--- src/rtl/riscv_configs.sv ---
// Shared configuration for the RISC-V fetch stage: reset/bubble defaults,
// fetch FSM state encodings, the F/D delivery packet and a PC alignment helper.
package riscv_configs;

  localparam logic [31:0] RESET_PC_DEFAULT  = 32'h0000_0000;
  localparam logic [31:0] NOP_INSTR_DEFAULT = 32'h0000_0013;

  // Fetch FSM encodings kept as plain constants so older code can reuse them
  localparam logic [1:0] S_REQ  = 2'd0;
  localparam logic [1:0] S_HOLD = 2'd1;
  localparam logic [1:0] S_KILL = 2'd2;

  // Instruction handed from the fetch FSM to the F/D register in one cycle
  typedef struct packed {
    logic        valid;
    logic [31:0] instr;
    logic [31:0] pc;
  } fetch_pkt_t;

  // Instructions are word aligned, so the low two bits of any target are dropped
  function automatic logic [31:0] alignPc(input logic [31:0] pc);
    return {pc[31:2], 2'b00};
  endfunction

endpackage

--- src/rtl/riscv_fetch_fd_reg.sv ---
// F/D pipeline register: reset, then flush (bubble), then stall (hold), then load.
// A load with nothing delivered becomes a bubble that keeps the old PC.
module riscv_fetch_fd_reg
  import riscv_configs::*;
#(
  parameter logic [31:0] NOP_INSTR = NOP_INSTR_DEFAULT
) (
  input  logic        clk_i,
  input  logic        rst_i,
  input  logic        flush_i,
  input  logic        stall_i,
  input  fetch_pkt_t  load_i,
  output logic [31:0] instr_o,
  output logic [31:0] pc_o,
  output logic [31:0] pcPlus4_o,
  output logic        valid_o
);

  logic [31:0] instr_q;
  logic [31:0] pc_q;
  logic [31:0] pcPlus4_q;
  logic        valid_q;

  // Update the F/D contents following the reset > flush > stall > load priority
  always_ff @(posedge clk_i) begin
    if (rst_i) begin
      instr_q   <= NOP_INSTR;
      pc_q      <= 32'h0000_0000;
      pcPlus4_q <= 32'h0000_0004;
      valid_q   <= 1'b0;
    end else if (flush_i) begin
      instr_q <= NOP_INSTR;
      valid_q <= 1'b0;
    end else if (!stall_i) begin
      if (load_i.valid) begin
        instr_q   <= load_i.instr;
        pc_q      <= load_i.pc;
        pcPlus4_q <= load_i.pc + 32'd4;
        valid_q   <= 1'b1;
      end else begin
        instr_q <= NOP_INSTR;
        valid_q <= 1'b0;
      end
    end
  end

  assign instr_o   = instr_q;
  assign pc_o      = pc_q;
  assign pcPlus4_o = pcPlus4_q;
  assign valid_o   = valid_q;

endmodule

--- src/rtl/riscv_fetch_unit.sv ---
// RISC-V fetch stage: request FSM towards instruction memory, fetch PC,
// one-entry hold buffer for stalled returns, and the F/D register.
module riscv_fetch_unit
  import riscv_configs::*;
#(
  parameter logic [31:0] RESET_PC  = RESET_PC_DEFAULT,
  parameter logic [31:0] NOP_INSTR = NOP_INSTR_DEFAULT
) (
  input  logic        i_clk,
  input  logic        i_rst,
  output logic        o_fetch_imem_req,
  output logic [31:0] o_fetch_imem_addr,
  input  logic        i_fetch_imem_ack,
  input  logic [31:0] i_fetch_imem_rdata,
  input  logic        i_fetch_stall_f,
  input  logic        i_fetch_stall_d,
  input  logic        i_fetch_flush_d,
  input  logic        i_fetch_redirect,
  input  logic [31:0] i_fetch_redirect_pc,
  output logic [31:0] o_fetch_instr_d,
  output logic [31:0] o_fetch_pc_d,
  output logic [31:0] o_fetch_pc_plus4_d,
  output logic        o_fetch_valid_d,
  output logic        o_fetch_busy
);

  logic [1:0]  state_q, state_d;
  logic [31:0] pcF_q, pcF_d;
  logic [31:0] redir_q, redir_d;
  logic [31:0] holdInstr_q, holdInstr_d;
  logic [31:0] holdPc_q, holdPc_d;
  logic        holdValid_q, holdValid_d;

  logic        accept;
  logic [31:0] redirectPc;
  logic [31:0] pcPlus4F;
  fetch_pkt_t  deliver;

  assign accept     = !i_fetch_stall_f && !i_fetch_stall_d;
  assign redirectPc = alignPc(i_fetch_redirect_pc);
  assign pcPlus4F   = pcF_q + 32'd4;

  assign o_fetch_imem_req  = (state_q != S_HOLD);
  assign o_fetch_imem_addr = pcF_q;
  assign o_fetch_busy      = (state_q != S_HOLD) && !i_fetch_imem_ack;

  // Next-state logic: redirects win over stalls, killed returns are dropped
  always_comb begin
    state_d       = state_q;
    pcF_d         = pcF_q;
    redir_d       = redir_q;
    holdInstr_d   = holdInstr_q;
    holdPc_d      = holdPc_q;
    holdValid_d   = holdValid_q;
    deliver       = '0;
    case (state_q)
      S_REQ: begin
        if (i_fetch_imem_ack) begin
          if (i_fetch_redirect) begin
            pcF_d = redirectPc;
          end else if (accept) begin
            deliver.valid = 1'b1;
            deliver.instr = i_fetch_imem_rdata;
            deliver.pc    = pcF_q;
            pcF_d         = pcPlus4F;
          end else begin
            holdValid_d = 1'b1;
            holdInstr_d = i_fetch_imem_rdata;
            holdPc_d    = pcF_q;
            state_d     = S_HOLD;
          end
        end else if (i_fetch_redirect) begin
          redir_d = redirectPc;
          state_d = S_KILL;
        end
      end
      S_KILL: begin
        if (i_fetch_redirect) begin
          redir_d = redirectPc;
        end
        if (i_fetch_imem_ack) begin
          pcF_d   = i_fetch_redirect ? redirectPc : redir_q;
          state_d = S_REQ;
        end
      end
      S_HOLD: begin
        if (i_fetch_redirect) begin
          holdValid_d = 1'b0;
          pcF_d       = redirectPc;
          state_d     = S_REQ;
        end else if (accept) begin
          deliver.valid = 1'b1;
          deliver.instr = holdInstr_q;
          deliver.pc    = holdPc_q;
          holdValid_d   = 1'b0;
          pcF_d         = pcPlus4F;
          state_d       = S_REQ;
        end
      end
      default: begin
        state_d = S_REQ;
      end
    endcase
  end

  // Register FSM, fetch PC, pending redirect target and hold buffer
  always_ff @(posedge i_clk) begin
    if (i_rst) begin
      state_q     <= S_REQ;
      pcF_q       <= RESET_PC;
      redir_q     <= 32'h0000_0000;
      holdInstr_q <= NOP_INSTR;
      holdPc_q    <= 32'h0000_0000;
      holdValid_q <= 1'b0;
    end else begin
      state_q     <= state_d;
      pcF_q       <= pcF_d;
      redir_q     <= redir_d;
      holdInstr_q <= holdInstr_d;
      holdPc_q    <= holdPc_d;
      holdValid_q <= holdValid_d;
    end
  end

  riscv_fetch_fd_reg #(
    .NOP_INSTR (NOP_INSTR)
  ) uFdReg (
    .clk_i     (i_clk),
    .rst_i     (i_rst),
    .flush_i   (i_fetch_flush_d),
    .stall_i   (i_fetch_stall_d),
    .load_i    (deliver),
    .instr_o   (o_fetch_instr_d),
    .pc_o      (o_fetch_pc_d),
    .pcPlus4_o (o_fetch_pc_plus4_d),
    .valid_o   (o_fetch_valid_d)
  );

endmodule

--- config.mk ---
export PLATFORM = sky130hd
export DESIGN_NAME = riscv_fetch_unit
export DESIGN_NICKNAME = d
export VERILOG_FILES = /design/src/rtl/riscv_configs.sv /design/src/rtl/riscv_fetch_fd_reg.sv /design/src/rtl/riscv_fetch_unit.sv
export SDC_FILE = /design/constraint.sdc
export NUM_CORES = 1
export LEC_CHECK = 0
export ABC_AREA = 1
export BUFFER_PORTS_ARGS = -buffer_cell sky130_fd_sc_hd__buf_2
export CAP_MARGIN = 20
export CELL_PAD_IN_SITES_DETAIL_PLACEMENT = 1
export CELL_PAD_IN_SITES_GLOBAL_PLACEMENT = 2
export CORE_ASPECT_RATIO = 0.8
export CORE_MARGIN = 3
export CORE_UTILIZATION = 33
export CTS_CLUSTER_DIAMETER = 30
export DETAILED_ROUTE_END_ITERATION = 6
export PLACE_DENSITY_LB_ADDON = 0.2
export SLEW_MARGIN = 5
export SYNTH_ARGS = -nofsm -noshare
export SYNTH_HDL_FRONTEND = slang
export SYNTH_SLANG_ARGS = --single-unit
--- constraint.sdc ---
create_clock -name i_clk -period 6 [get_ports i_clk]
set_clock_uncertainty 0.1 [all_clocks]
set_input_delay 1.2 -clock i_clk [delete_from_list [all_inputs] [get_ports i_clk]]
set_output_delay 1.2 -clock i_clk [all_outputs]
set_load 0.02 [all_outputs]
==> flow_summary_export.csv <==
group,metric,value,unit
global_route,antenna_found_initial,6,
timing,hold_violations,0,
timing,max_freq,274.6,MHz
place,dp.cells,2139,
cts,max-clock-path-buffers,3,
detailed_routing,num_vias,11330,
pwr,power.share.clock,59.4,%
finish,stdcell_count,2241,
global_route,globalRouteTotalUtil,22.53,%
setup_path,crit_path_frequent_cell,"nand2_1",
detailed_routing,wl,40080,µm
finish,final_cell_mix,"nand2_1, dfxtp_1, buf_2",
floorplan,start_util,33.76,%
place,hpwl,27830,µm
floorplan,core.rowCount,58,
global_route,grt_pass1_wl,63860,µm
detailed_routing,drt_iter0_markers,472,
setup_path,critPathCaptureType,"flop",
detailed_routing,viasPerCell,5.056,
synthesis,synth_seq_area_share,42.07,%
cts,clkTransAtPathRegs,0.05,ns
place,gp_congestion,0.8516,
timing,period_share,60.70,%
floorplan,die_x,207.4,µm
synthesis,synthTopCellsByArea,"dfxtp_1, nand2_1, o21ai_0",
detailed_routing,route.detailed.drc,0,
timing,slew_headroom,39.58,%
pwr,p_int,3.666,mW
finish,final_util,43.83,%
timing,setup_viol,0,
cts,clkLatencyLatePin,0.56,ns
timing,period_minus_slack,3.642,ns
detailed_routing,antenna_left,0,
setup_path,cp-start-kind,"input port",
setup_path,crit_arrival,4.00,ns
cts,root_buffer,"clkbuf_16",
cts,cts_hold_buf,0,
setup_path,critPathMaxStageDelay,0.41,ns
status,status,"completed",
finish,fillers,4067,
floorplan,die_height,167.1,µm
pwr,irDropWorstVdd,0.0002397,V
pwr,switching_share,25.85,%
timing,tightest_slew,0.9062,ns
flow_run,cap_viol_max_count,0,
floorplan,fp.coreArea,31710,µm²
timing,rsz0062_at_grt,"no",
synthesis,synth_top_area_share,42.07,%
detailed_routing,dr.pass1.iters,4,
cts,cts.sinks,225,
synthesis,synth_fp_nets,1662,
synthesis,netlist_area,10710,µm²
cts,numCtsBuffers,54,
synthesis,ys_ff_latch,225,
finish,final_common_cell,"nand2_1",
detailed_routing,wl_per_cell,17.89,µm
cts,postCtsSetupRepairBufs,0,
synthesis,ys_types,40,
synthesis,synthCells,1589,
pwr,power_leakage,6.344,nW
synthesis,synth-main-ff-cell,"dfxtp_1",
finish,regArea,4504,µm²
synthesis,synth_area_per_cell,6.739,µm²
synthesis,yosysWarnings,0,
timing,timing.hold.ws,0.3342,ns
global_route,grt_max_degree,95,
cts,htreeDepth,2,
place,port_buffers,199,
floorplan,design.die.area,34660,µm²
finish,nNetsFinal,1848,
synthesis,async_flop_share,0,%
timing,setup_tns,0,ns
pwr,powerDensity,355.7,nW/µm²
cts,cts_resized,0,
finish,area_delta_synth_final,29.82,%
setup_path,critPathMaxFanout,32,
timing,final_max_slew_viol_count,0,
global_route,grt_overflow,0,
global_route,grt_pass1_vias,11700,
pwr,power_frac_comb,7.6,%
finish,drive_gt1_share,19.67,%
finish,multiInputGateArea,5210,µm²
pwr,switchingPower,1.278,mW
pwr,seqPwrFrac,33.0,%
setup_path,crit_chain,"buf_2 > nor2_2 > nand2_2 > nor2_8 > buf_4 > inv_1 > nand2_1 > nand2_1 > inv_2 > nand3_1 > nor2_4 > nand3_1 > nand2_1 > nor2_1",
floorplan,num_io_pins,202,
setup_path,critical_path_class,"input port to flop",
synthesis,synth_top_area_cell,"dfxtp_1",
setup_path,slowest_stage,"inv_2",
synthesis,synth_edf_count,0,
setup_path,required,6.35,ns
cts,cts_tree,"yes",
worst_hold_path,hold_path.class,"flop to flop",
==> through the flow <==
stage / setup slack, ns / total power [mW] / instance area, µm²
finish: 2.358 / 4.944 / 13900
global route: 2.084 / 5.151 / 13900
detailed placement: 1.764 / 2.036 / 12040
floorplan: 2.966 / 1.871 / 10710
global placement: 1.786 / 2.023 / 12010
CTS: 2.345 / 5.018 / 13900
==> flip-flops by register name (all words and copies together), names as in the netlist <==
register           flops
o_fetch_imem_addr     32
uFdReg.valid_o         1
holdInstr_q           32
uFdReg.pc_o           30
uFdReg.instr_o        32
holdPc_q              32
uFdReg.pcPlus4_o      32
redir_q               32
state_q                2
==> cell families (layout without fill, tap and decap cells) <==
kind of cell | Yosys count | count (layout) | share of synthesized area [%]
flops | 225 | 225 | 42.07
simple gates | 737 | 737 | 28.99
xor+xnor | 20 | 20 | 1.636
other cells | 0 | 1 | 0
buf+inv | 254 | 485 | 9.371
compound gates | 351 | 351 | 17.70
fa+ha+maj | 2 | 2 | 0.2337
==> path summary, 6_finish.rpt <==
check | startpoint | depth (start not counted) | slack, ns | endpoint
setup / recovery | i_fetch_stall_d | 14 | 2.36 | uFdReg.pcPlus4_o[28]$_SDFFE_PP0P_
hold / removal | redir_q[0]$_SDFFE_PP0P_ | 2 | 0.33 | redir_q[0]$_SDFFE_PP0P_
setup reg to reg | state_q[1]$_SDFFE_PP0P_ | 10 | 2.71 | redir_q[16]$_SDFFE_PP0P_
hold reg to reg | redir_q[0]$_SDFFE_PP0P_ | 2 | 0.33 | redir_q[0]$_SDFFE_PP0P_
==> power groups by stage <==
stage / sequential [mW] / clock [mW] / combinational, mW
after floorplan: 1.67 / 0 / 0.201
after global placement: 1.65 / 0 / 0.370
after detailed placement: 1.66 / 0 / 0.380
after CTS: 1.63 / 3.01 / 0.383
after global routing: 1.64 / 3.09 / 0.425
final: 1.63 / 2.94 / 0.378
==> Yosys cell counts, types with 5 or more instances <==
cell type	number
nand3_1	89
nand2_2	5
buf_2	10
inv_2	6
nand2_1	400
a21oi_1	116
xor2_1	20
o21ai_1	15
nor2_4	7
a221oi_1	5
a211oi_1	8
o21ai_2	9
clkbuf_1	69
o21ai_0	161
inv_1	156
a31oi_1	19
o211ai_1	6
nand4_1	27
nor2_1	179
nor3_1	16
o22ai_1	6
nor2_2	5
dfxtp_1	225
==> final cells by class <==
class	count	area share [%]
Antenna cell	1	0.01800
Timing Repair Buffer	220	8.533
Inverter	164	4.428
Tap cell	420	3.780
Clock inverter	37	2.925
Clock buffer	64	10.43
Sequential cell	225	32.40
Multi-Input combinational cell	1110	37.48
==> per-layer routing <==
metal	up-vias	wire length, µm	global-route usage (%)
met1	5461	18500	29.82
met4	10	752	5.369
li1	5557	-	-
met5	-	62	0
met3	71	2302	5.394
met2	231	18470	37.35
==> worst max-delay path: cells and delay by family <==
family / cells / cell delay [ns]
buf+inv: 4 / 1.24
simple gates: 10 / 1.52
No activity file was read; power rests on OpenSTA's default activity.
